## config.mk

```make
export PLATFORM = sky130hd
export DESIGN_NAME = uart_rx_param
export DESIGN_NICKNAME = d
export VERILOG_FILES = /design/src/rtl/uart_rx_param.sv
export SDC_FILE = /design/constraint.sdc
export NUM_CORES = 1
export LEC_CHECK = 0
export ABC_AREA = 1
export CAP_MARGIN = 10
export CORE_UTILIZATION = 58
export CTS_CLUSTER_DIAMETER = 30
export DETAILED_ROUTE_END_ITERATION = 6
export PLACE_DENSITY = 0.79
export SKIP_LAST_GASP = 1
export SYNTH_ARGS = -nofsm -noshare
export SYNTH_HDL_FRONTEND = slang
export SYNTH_SLANG_ARGS = --single-unit
export TNS_END_PERCENT = 30
```

## constraint.sdc

```tcl
create_clock -name i_clk_sys -period 1.7 [get_ports i_clk_sys]
set_input_delay 0.34 -clock i_clk_sys [delete_from_list [all_inputs] [get_ports i_clk_sys]]
set_output_delay 0.34 -clock i_clk_sys [all_outputs]
set_load 0.01 [all_outputs]
```

## src/rtl/uart_rx_param.sv

```systemverilog
// uart_rx_param
// Parametrised UART receiver with 16x oversampling and a mid-bit majority vote.
// It checks for parity, framing and overrun errors, and hands each received
// word to the consumer over a valid/ready handshake.
//
// Ports:
//   i_clk_sys     system clock; all logic runs on the rising edge
//   i_rst         asynchronous active-high reset
//   i_uart_rx     serial line; idles high; asynchronous to i_clk_sys
//   o_data        received word; the LSB is the first bit on the line
//   o_valid       o_data and the error flags are valid
//   i_ready       consumer takes the word when o_valid && i_ready
//   o_parity_err  parity mismatch on the presented word
//   o_frame_err   a stop bit of the presented word was sampled low
//   o_overrun     one-cycle pulse: a frame was dropped because the output was full
//   o_busy        receiver FSM is not in IDLE
module uart_rx_param #(
  parameter int CLK_FREQ    = 50000000,
  parameter int BAUD        = 9600,
  parameter int DATA_BITS   = 8,
  parameter int PARITY_MODE = 0,
  parameter int STOP_BITS   = 1
) (
  input  logic                 i_clk_sys,
  input  logic                 i_rst,
  input  logic                 i_uart_rx,
  output logic [DATA_BITS-1:0] o_data,
  output logic                 o_valid,
  input  logic                 i_ready,
  output logic                 o_parity_err,
  output logic                 o_frame_err,
  output logic                 o_overrun,
  output logic                 o_busy
);

  localparam int              OS_DIV    = CLK_FREQ / (BAUD * 16);
  localparam int              OS_W      = (OS_DIV > 1) ? $clog2(OS_DIV) : 1;
  localparam logic [OS_W-1:0] OS_LAST   = OS_W'(OS_DIV - 1);
  localparam logic [3:0]      LAST_DATA = 4'(DATA_BITS - 1);
  localparam logic [3:0]      LAST_STOP = 4'(STOP_BITS - 1);

  typedef enum logic [2:0] {IDLE, START, DATA, PARITY, STOP} state_t;

  state_t                 state_q, state_d;
  logic                   rx_meta, rx_sync, rx_prev;
  logic [OS_W-1:0]        os_cnt;
  logic [3:0]             s_cnt;
  logic [3:0]             bit_cnt;
  logic                   smp7, smp8;
  logic [DATA_BITS-1:0]   shift_q;
  logic                   par_err_q, frame_acc;
  logic                   commit_d, commit_q;
  logic                   tick, fall, vote, vote_tick, boundary;

  assign tick      = (os_cnt == OS_LAST);
  assign fall      = rx_prev & ~rx_sync;
  assign vote_tick = tick && (s_cnt == 4'd9);
  assign boundary  = tick && (s_cnt == 4'd15);
  // Two-of-three vote. Samples 7 and 8 are held in flops. Sample 9 is the live line.
  assign vote      = (smp7 & smp8) | (smp7 & rx_sync) | (smp8 & rx_sync);
  assign o_busy    = (state_q != IDLE);

  // The synchroniser and the edge-detect history reset to the idle-line level,
  // so reset cannot produce a false falling edge.
  always_ff @(posedge i_clk_sys or posedge i_rst) begin
    if (i_rst) begin
      rx_meta <= 1'b1;
      rx_sync <= 1'b1;
      rx_prev <= 1'b1;
    end else begin
      rx_meta <= i_uart_rx;
      rx_sync <= rx_meta;
      rx_prev <= rx_sync;
    end
  end

  // The oversample tick is free-running, so the start edge sees up to one tick of phase jitter.
  always_ff @(posedge i_clk_sys or posedge i_rst) begin
    if (i_rst) os_cnt <= '0;
    else if (tick) os_cnt <= '0;
    else os_cnt <= os_cnt + 1'b1;
  end

  // The sample counter stays at zero in IDLE, so every frame starts counting from 0.
  always_ff @(posedge i_clk_sys or posedge i_rst) begin
    if (i_rst) s_cnt <= '0;
    else if (state_q == IDLE) s_cnt <= '0;
    else if (tick) s_cnt <= s_cnt + 1'b1;
  end

  always_ff @(posedge i_clk_sys or posedge i_rst) begin
    if (i_rst) state_q <= IDLE;
    else state_q <= state_d;
  end

  // The last stop bit commits at its vote instead of its end,
  // so a start edge that follows it directly is still caught.
  always_comb begin
    state_d  = state_q;
    commit_d = 1'b0;
    case (state_q)
      IDLE:   if (fall) state_d = START;
      START: begin
        if (vote_tick && vote) state_d = IDLE;
        else if (boundary) state_d = DATA;
      end
      DATA:   if (boundary && bit_cnt == LAST_DATA)
                state_d = (PARITY_MODE != 0) ? PARITY : STOP;
      PARITY: if (boundary) state_d = STOP;
      STOP: begin
        if (vote_tick && bit_cnt == LAST_STOP) begin
          state_d  = IDLE;
          commit_d = 1'b1;
        end
      end
      default: state_d = IDLE;
    endcase
  end

  // Bit datapath. bit_cnt is reused: it counts data bits, then stop bits.
  // It returns to 0 when the data phase ends.
  always_ff @(posedge i_clk_sys or posedge i_rst) begin
    if (i_rst) begin
      smp7      <= 1'b1;
      smp8      <= 1'b1;
      shift_q   <= '0;
      bit_cnt   <= '0;
      par_err_q <= 1'b0;
      frame_acc <= 1'b0;
      commit_q  <= 1'b0;
    end else begin
      commit_q <= commit_d;
      if (tick && s_cnt == 4'd7) smp7 <= rx_sync;
      if (tick && s_cnt == 4'd8) smp8 <= rx_sync;
      case (state_q)
        IDLE: begin
          if (fall) begin
            bit_cnt   <= '0;
            par_err_q <= 1'b0;
            frame_acc <= 1'b0;
          end
        end
        DATA: begin
          if (vote_tick) shift_q <= {vote, shift_q[DATA_BITS-1:1]};
          if (boundary) bit_cnt <= (bit_cnt == LAST_DATA) ? 4'd0 : bit_cnt + 4'd1;
        end
        PARITY: begin
          if (vote_tick)
            par_err_q <= (PARITY_MODE == 2) ? ~(^shift_q ^ vote) : (^shift_q ^ vote);
        end
        STOP: begin
          if (vote_tick && !vote) frame_acc <= 1'b1;
          if (boundary) bit_cnt <= bit_cnt + 4'd1;
        end
        default: ;
      endcase
    end
  end

  // Output register. A commit takes precedence over a same-cycle acceptance.
  // A commit into a full register that is not being accepted is dropped.
  always_ff @(posedge i_clk_sys or posedge i_rst) begin
    if (i_rst) begin
      o_data       <= '0;
      o_valid      <= 1'b0;
      o_parity_err <= 1'b0;
      o_frame_err  <= 1'b0;
      o_overrun    <= 1'b0;
    end else begin
      o_overrun <= 1'b0;
      if (commit_q) begin
        if (!o_valid || i_ready) begin
          o_data       <= shift_q;
          o_parity_err <= par_err_q;
          o_frame_err  <= frame_acc;
          o_valid      <= 1'b1;
        end else begin
          o_overrun <= 1'b1;
        end
      end else if (o_valid && i_ready) begin
        o_valid <= 1'b0;
      end
    end
  end

endmodule

```

==> flow_summary.toml <==
[status]
status = "completed"

[pwr]
finalPower_mw = 2.60
clock_power_share = 0.269
leakage_nw = 1.40
p_per_area_nw_per_um2 = 916
p_seq_frac = 0.472
power_switching_mw = 0.859
intPower_mw = 1.75
ir_worst_vdd_mv = 0.611
combPwrFrac = 0.259
swShare = 0.330

[global_routing]
antenna_found_initial = 0
grt_pass1_wl_um = 7620
grt_pass1_vias = 1770
grt_max_degree = 38
track_usage = 0.234
grt_overflow = 0

[clock_network]
cts-hold-fix-buffers = 0
cts_buffers = 5
clkLatencyLatePin_ns = 0.31
cts-root-buf = "clkbuf_8"
clk_path_buf_depth = 2
ctsHtreeMaxLevel = 2
cts_sinks = 48
clk_pin_slew_ns = 0.08
cts_tree = "built"

[critical_path]
r2r_slack_ns = 0.10
end_kind = "primary output"
path_class = "flip-flop to primary output"
critPathLaunchType = "flip-flop"
worstPathRequired_ns = 1.36
worst-path-max-fanout = 4
cp_data_arrival_time_ns = 1.31

[synth]
seq_area_frac_synth = 0.495
synth-async-reset-ratio = 1.00
synth_warnings = 0
synth.avg_cell_area_um2 = 8.59
syn-cell-area_um2 = 2440
ys_types = 33
synth_edf_count = 0
ys_ff_latch = 48
synthCells = 284
synth-main-ff-cell = "dfrtp_1"
syn_nets = 295

[sta]
tightest_slew_ns = 0.280
slew_viol_final = 0
whs_ns = 0.279
slew-limit-headroom = 0.813
fin_skew_ns = 0.0128
setup_viol = 0
setup_ws_ns = 0.0516
fin_crit_sh = 0.970
final.setup.tns_ns = 0
timing.fmax_ghz = 0.607
layout_min_cycle_time_ns = 1.65
final_hold_viol_count = 0

[die]
core.rowCount = 23
die_x_um = 66.8
initial_core_util = 0.605
io_pins = 17
core_area_um2 = 4030
fp.dieH_um = 66.8
die-area_um2 = 4470

[placed_design]
dp_slack_ns = 0.0895
port_buffers = 16
dpl.hpwl_um = 3130
gp_congestion = 0.878

[routing]
detail-route-antenna-nets = 0
viasPerCell = 4.95
drt-met1-wl_um = 2030
drt_iter0_markers = 129
firstDrtPassIters = 4
wl_per_cell_um = 12.0
drc_errors = 0
wl_met3_um = 130
met2_length_um = 2120
vias = 1808
wl_um = 4380
top_layer_used = "met4"

[layout]
finish.net_count = 325
final_cell_mix = "nand2_1, dfrtp_1, inv_1"
drive_gt1_frac = 0.181
n_fill_cell = 319
final_core_util = 0.706
diodes = 0
area_growth_pct = 16.6
final_common_cell = "nand2_1"

[job]
drv_cap = 0

[min_path]
min_path_type = "input port to asynchronous set/reset pin"
state kept, by name, summed over array words and instances (netlist names):
name,cells
o_frame_err,1
os_cnt,9
smp8,1
o_valid,1
o_data,8
rx_meta,1
state_q,3
rx_sync,1
par_err_q,1
o_overrun,1
commit_q,1
smp7,1
o_parity_err,1
bit_cnt,4
rx_prev,1
shift_q,8
frame_acc,1
s_cnt,4
worst paths after layout:
path,cells after the start,start,end
min,2,i_rst,bit_cnt[2]
min reg2reg,0,rx_meta,rx_sync
max in group asynchronous,3,i_rst,os_cnt[1]
max,3,state_q[1],o_busy
min in group i_clk_sys,0,rx_meta,rx_sync
max reg2reg,11,s_cnt[1],state_q[1]
cells in the mapped netlist (5+ instances only):
library cell,count,share of area
xnor2_1,5,0.018
nand2_2,8,0.021
nor2_1,26,0.040
dfstp_2,5,0.054
xor2_1,6,0.022
inv_1,42,0.065
dfrtp_1,43,0.44
a21oi_1,7,0.014
ha_1,7,0.036
o21ai_0,19,0.039
nand3_1,8,0.016
nand2_1,62,0.095
o21ai_1,11,0.023
cells by family (layout without fill, tap and decap cells):
group,after synthesis,in the layout,synth area share
xor+xnor,11,11,0.0395
buf+inv,49,80,0.0759
mux,3,3,0.0139
flops,48,48,0.495
compound gates,43,43,0.101
simple gates,123,123,0.239
fa+ha+maj,7,7,0.0359
routing by layer:
| layer | track usage | up-vias |
|---|---|---|
| met5 | 0 | - |
| met4 | 0.101 | 0 |
| met3 | 0.0599 | 9 |
| met2 | 0.384 | 30 |
| met1 | 0.289 | 818 |
| li1 | - | 951 |
critical path: stages (launching register included):
cell           delay, ns
dfrtp_1             0.44
nor2_1              0.14
nand2_1             0.12
dlygate4sd2_1       0.30
what timing repair did:
action / 4_1_cts / 5_1_grt
pin swaps: 0 / 2
resized for setup: 1 / 7
buffers inserted: 0 / 2
endpoints found under the setup margin: 1 / 9
endpoints found under the hold margin: 0 / 0
stage by stage:
step	std cells	cell area [um2]
global placement	355	2720
global route	365	2840
floorplan	284	2440
CTS	363	2810
detailed placement	355	2720
finish	365	2840
final cells by class:
class	count	area, um2	area share
flip-flops and latches	48	1210	0.425
multi-input cells	187	1060	0.375
repair buffers	25	239	0.0841
inverters	47	176	0.0621
clock buffers	6	82.6	0.0290
well taps	50	62.6	0.0220
clock inverters	2	10.0	0.00352
power groups by stage:
stage               Combinational [mW]  Sequential [mW]  Clock [mW]
floorplan                        0.500             1.24           0
global placement                 0.651             1.24           0
detailed placement               0.676             1.25           0
CTS                              0.666             1.23       0.717
global route                     0.766             1.23       0.758
finish                           0.675             1.23       0.701
(Power assumes the default switching activity.)
